$ cat config.mk
export PLATFORM = sky130hd
export DESIGN_NAME = cms_and_pipe
export DESIGN_NICKNAME = d
export VERILOG_FILES = /design/src/rtl/cms_and_pipe_pkg.sv /design/src/rtl/cms_and_pipe_lane.sv /design/src/rtl/cms_and_pipe.sv
export SDC_FILE = /design/constraint.sdc
export NUM_CORES = 1
export LEC_CHECK = 0
export BUFFER_PORTS_ARGS = -buffer_cell sky130_fd_sc_hd__buf_2
export CORE_MARGIN = 4
export CORE_UTILIZATION = 30
export CTS_BUF_LIST = sky130_fd_sc_hd__clkbuf_8
export CTS_CLUSTER_SIZE = 12
export DETAILED_ROUTE_END_ITERATION = 16
export MAX_ROUTING_LAYER = met4
export PLACE_DENSITY = 0.53
export SLEW_MARGIN = 20
export SYNTH_ARGS = -nofsm -noshare
export SYNTH_HDL_FRONTEND = slang
export SYNTH_HIERARCHICAL = 1
export SYNTH_SLANG_ARGS = --single-unit
$ cat constraint.sdc
create_clock -name clk_i -period 1.4 [get_ports clk_i]
set_input_delay 0.14 -clock clk_i [delete_from_list [all_inputs] [get_ports clk_i]]
set_output_delay 0.14 -clock clk_i [all_outputs]
set_load 0.02 [all_outputs]
$ cat src/rtl/cms_and_pipe_pkg.sv
// Index helpers for the CMS masked AND gadget: ring ordering of the
// cross-domain terms and the slot-to-share mapping.
package cms_pkg;

    localparam int MAX_SHARES = 8;

    function automatic int nterms(input int n);
        return n * n;
    endfunction

    function automatic int ring_idx(input int i, input int t, input int n);
        return i * n + t;
    endfunction

    function automatic int prev_idx(input int k, input int n);
        return (k + n * n - 1) % (n * n);
    endfunction

    // Slot 0 is the own domain; the remaining slots walk the other shares upward.
    function automatic int dom_j(input int i, input int t);
        if (t == 0) begin
            return i;
        end else if (t <= i) begin
            return t - 1;
        end else begin
            return t;
        end
    endfunction

endpackage

$ cat src/rtl/cms_and_pipe_lane.sv
// One bit lane of the CMS AND: all cross-domain products, ring resharing into
// enable-gated registers, then per-share compression of the registered terms.
module cms_and_lane
    import cms_pkg::*;
#(
    parameter int NSHARES = 4
) (
    input  logic                         clk,
    input  logic                         rst,
    input  logic                         en,
    input  logic [NSHARES-1:0]           x,
    input  logic [NSHARES-1:0]           y,
    input  logic [NSHARES*NSHARES-1:0]   z,
    output logic [NSHARES-1:0]           q
);

    localparam int NTERMS = NSHARES * NSHARES;

    logic [NTERMS-1:0] term_s;
    logic [NTERMS-1:0] term_r;
    logic [NSHARES-1:0] q_s;

    // Partial products masked with the two neighbouring ring elements.
    always_comb begin
        term_s = '0;
        for (int i = 0; i < NSHARES; i++) begin
            for (int t = 0; t < NSHARES; t++) begin
                term_s[ring_idx(i, t, NSHARES)] =
                    (x[i] & y[dom_j(i, t)])
                    ^ z[ring_idx(i, t, NSHARES)]
                    ^ z[prev_idx(ring_idx(i, t, NSHARES), NSHARES)];
            end
        end
    end

    // Resharing registers; they hold unless a new input is accepted.
    always_ff @(posedge clk) begin
        if (rst) begin
            term_r <= '0;
        end else if (en) begin
            term_r <= term_s;
        end else begin
            term_r <= term_r;
        end
    end

    // Compression only ever sees registered terms.
    always_comb begin
        q_s = '0;
        for (int i = 0; i < NSHARES; i++) begin
            for (int t = 0; t < NSHARES; t++) begin
                q_s[i] = q_s[i] ^ term_r[ring_idx(i, t, NSHARES)];
            end
        end
    end

    assign q = q_s;

endmodule

$ cat src/rtl/cms_and_pipe.sv
// Pipelined multi-lane CMS masked AND with valid/ready handshake and an
// optional output register stage.
module cms_and_pipe
    import cms_pkg::*;
#(
    parameter int NSHARES = 4,
    parameter int WIDTH   = 1,
    parameter int OUT_REG = 0
) (
    input  logic                                 clk_i,
    input  logic                                 rst_i,
    input  logic [NSHARES*WIDTH-1:0]             X_i,
    input  logic [NSHARES*WIDTH-1:0]             Y_i,
    input  logic [NSHARES*NSHARES*WIDTH-1:0]     Z_i,
    input  logic                                 valid_i,
    output logic                                 ready_o,
    output logic [NSHARES*WIDTH-1:0]             Q_o,
    output logic                                 valid_o,
    input  logic                                 ready_i
);

    localparam int NTERMS = nterms(NSHARES);

    logic                       accept_s;
    logic [NSHARES*WIDTH-1:0]   qc_s;

    assign accept_s = valid_i && ready_o;

    for (genvar w = 0; w < WIDTH; w++) begin : g_lane
        logic [NSHARES-1:0] xl_s;
        logic [NSHARES-1:0] yl_s;
        logic [NTERMS-1:0]  zl_s;
        logic [NSHARES-1:0] ql_s;

        for (genvar s = 0; s < NSHARES; s++) begin : g_share
            assign xl_s[s]             = X_i[s*WIDTH + w];
            assign yl_s[s]             = Y_i[s*WIDTH + w];
            assign qc_s[s*WIDTH + w]   = ql_s[s];
        end

        for (genvar k = 0; k < NTERMS; k++) begin : g_ring
            assign zl_s[k] = Z_i[k*WIDTH + w];
        end

        cms_and_lane #(.NSHARES(NSHARES)) u_lane (
            .clk (clk_i),
            .rst (rst_i),
            .en  (accept_s),
            .x   (xl_s),
            .y   (yl_s),
            .z   (zl_s),
            .q   (ql_s)
        );
    end

    if (OUT_REG == 0) begin : g_single
        logic v1_r;

        assign ready_o = !v1_r || ready_i;
        assign valid_o = v1_r;
        assign Q_o     = qc_s;

        // Output valid follows the resharing registers directly.
        always_ff @(posedge clk_i) begin
            if (rst_i) begin
                v1_r <= 1'b0;
            end else if (accept_s) begin
                v1_r <= 1'b1;
            end else if (ready_i) begin
                v1_r <= 1'b0;
            end else begin
                v1_r <= v1_r;
            end
        end
    end else begin : g_double
        logic                     v1_r;
        logic                     v2_r;
        logic [NSHARES*WIDTH-1:0] q2_r;
        logic                     load2_s;

        assign load2_s = v1_r && (!v2_r || ready_i);
        assign ready_o = !v1_r || !v2_r || ready_i;
        assign valid_o = v2_r;
        assign Q_o     = q2_r;

        // Stage 1 holds the reshared terms; stage 2 holds the compressed shares.
        always_ff @(posedge clk_i) begin
            if (rst_i) begin
                v1_r <= 1'b0;
                v2_r <= 1'b0;
                q2_r <= '0;
            end else begin
                if (accept_s) begin
                    v1_r <= 1'b1;
                end else if (load2_s) begin
                    v1_r <= 1'b0;
                end else begin
                    v1_r <= v1_r;
                end
                if (load2_s) begin
                    v2_r <= 1'b1;
                    q2_r <= qc_s;
                end else if (ready_i) begin
                    v2_r <= 1'b0;
                    q2_r <= q2_r;
                end else begin
                    v2_r <= v2_r;
                    q2_r <= q2_r;
                end
            end
        end
    end

endmodule
==> out/results.ini <==
[routing]
top_layer=met4
vias=1107
routed_via_density=5.01
initialDrtViolationCount=75
wirelength_met1_mm=1.37
dr.pass1.iters=4
ant_nets=0
drc_errors=0
wl_met3_um=90
totalWireLength_mm=3.08
avgRoutedWirePerCell_um=13.9
wl_met2_mm=1.59

[clock_tree]
htree_levels=1
clkSinkCount=17
cts_tree=built
cts_buffers=3
clock_latency_ps=260
clkTransAtPathRegs_ps=70
root_buffer=clkbuf_8
clk_path_buf_depth=2
ctsHoldBuffers=0

[yosys]
netlist_area_um2=1320
yosys_warnings=6
synth_seq_cells=17
ys_types=22
postSynthCellCount=145
syn_nets=173
syn_avg_cell_area_um2=9.10
ys_seq_area_frac=0.258

[final_layout]
syn_to_final_growth_pct=15.5
final_cell_mix=buf_2, xnor2_1, nand2_1
drive_gt1_frac=0.409
nFillCells=442
fin_nets=200
multi_input_area_um2=863
antenna_cells=0
layout_commonest_cell=buf_2
layout.area.seq_um2=342

[floorplan]
num_io_pins=34
core_um2=4120
die_w_um=74.3
start_util=0.321
die_area_um2=5520
dieHeight_um=74.3
fp-row-count=23

[hold_path]
hold_path.class=in -> reg

[worst_setup_path]
endpoint_kind=register
cp.required_ps=1580
crit_type=reg -> reg
reg2reg_slack_ps=100
worstSetupStartpointType=register
critPathArrivalTime_ps=1480
crit_fanout=17

[pwr]
power_frac_comb=0.337
seq_power_share=0.392
ir_drop_mv=0.329
power_frac_clock=0.271
powerDensity_nw_per_um2=929
p_leak_uw=0.000565
swShare=0.340
p_int_uw=935
switchingPower_uw=482

[global_routing]
gr-total-overflow=0
antenna_found_initial=0
grt_pass1_wl_mm=5.13
grt_pass1_vias=1145
grt_usage=0.123
grt_max_degree=18

[flow_run]
drv_cap=0

[sta]
clock.fmax_mhz=769
worst_slew_pin_slew_ps=289
period_share=0.928
hold_violations=0
finalMaxSlewViolations=0
holdWs_ps=130
setup_ws_ps=100
skew_ps=4.78
fin_crit_ps=1300
fin_tns_setup_ps=0
rsz0062_at_grt=false
relSlewSlack=0.806
finalSetupViolCount=0

[placed_design]
gp_congestion=0.750
hpwlAfterDp_mm=2.38
io_buffers=33
dpl_worst_slack_ps=104

[outcome]
outcome=complete, no violations

[cells in the mapped netlist]
library cell | n | area (um^2)
o221ai_1 | 2 | 17.5
nor2b_4 | 1 | 13.8
nand2b_1 | 16 | 100
clkbuf_2 | 5 | 25.0
nand2b_4 | 1 | 13.8
clkbuf_1 | 1 | 3.75
buf_12 | 1 | 20.0
nand4_1 | 16 | 100
buf_4 | 1 | 7.51
buf_8 | 1 | 15.0
buf_1 | 1 | 3.75
dfxtp_1 | 17 | 340
buf_6 | 2 | 22.5
buf_2 | 3 | 15.0
nand2_2 | 10 | 62.6
xnor2_1 | 24 | 210
xor2_1 | 4 | 35.0
inv_1 | 1 | 3.75
nand2_1 | 22 | 82.6
and2_4 | 1 | 8.76
o221ai_2 | 14 | 210
a21oi_2 | 1 | 8.76
[per-stage QoR]
stage	cell area, um^2	cells	total power, uW	utilization
floorplan	1320	145	922	-
global placement	1480	217	1040	0.359
detailed placement	1480	217	1050	0.359
CTS	1530	221	1430	0.371
global route	1530	221	1500	0.371
finish	1530	221	1420	0.371
[cell type report]
cell class | instances | area share
clock buffers | 3 | 0.0271
clock inverters | 1 | 0.00328
inverters | 1 | 0.00246
multi-input cells | 112 | 0.566
flip-flops and latches | 17 | 0.224
well taps | 50 | 0.0410
repair buffers | 37 | 0.136
[logic make-up (layout without fill, tap and decap cells)]
| family | Yosys count | count (layout) | share of synthesized area |
|---|---|---|---|
| xor gates and xnor gates | 28 | 28 | 0.186 |
| AOI/OAI and AO/OA | 17 | 17 | 0.179 |
| and+or+nand+nor | 67 | 67 | 0.289 |
| buffers and inverters | 16 | 42 | 0.0881 |
| DFF | 17 | 17 | 0.258 |
[per-layer routing]
metal	track usage	vias up
li1	-	560
met1	0.142	528
met2	0.214	17
met3	0.0176	2
met4	0.0514	0
met5	-	-
[flip-flops by register name, summed over array words and instances (netlist names)]
| signal | cells |
|---|---|
| g_lane.u_lane/term_r | 16 |
| valid_o | 1 |
[power groups by stage]
stage	logic (uW)	clock network (uW)	registers, uW
finish	478	384	556
global route	523	417	561
CTS	485	392	556
detailed placement	483	0	568
global placement	472	0	567
floorplan	358	0	564
[worst paths after layout]
check | depth (start not counted) | from | to
max | 6 | valid_o | g_lane[0].u_lane/term_r[1]
max reg2reg | 6 | valid_o | g_lane[0].u_lane/term_r[1]
min | 3 | valid_i | valid_o
min reg2reg | 2 | valid_o | valid_o
[critical path: stages, from the launching register on]
cell and delay, ps:
dfxtp_2 330, nand2b_4 70, and2_4 230, nor2b_4 220, buf_12 160, nand4_1 120, o221ai_2 80
[what timing repair did]
action / in CTS / in global routing
setup endpoints to repair: 0 / 1
gates resized for setup: 0 / 0
setup buffers: 0 / 0
hold endpoints to repair: 0 / 0
Note: power is estimated with default switching activity, not from simulation.
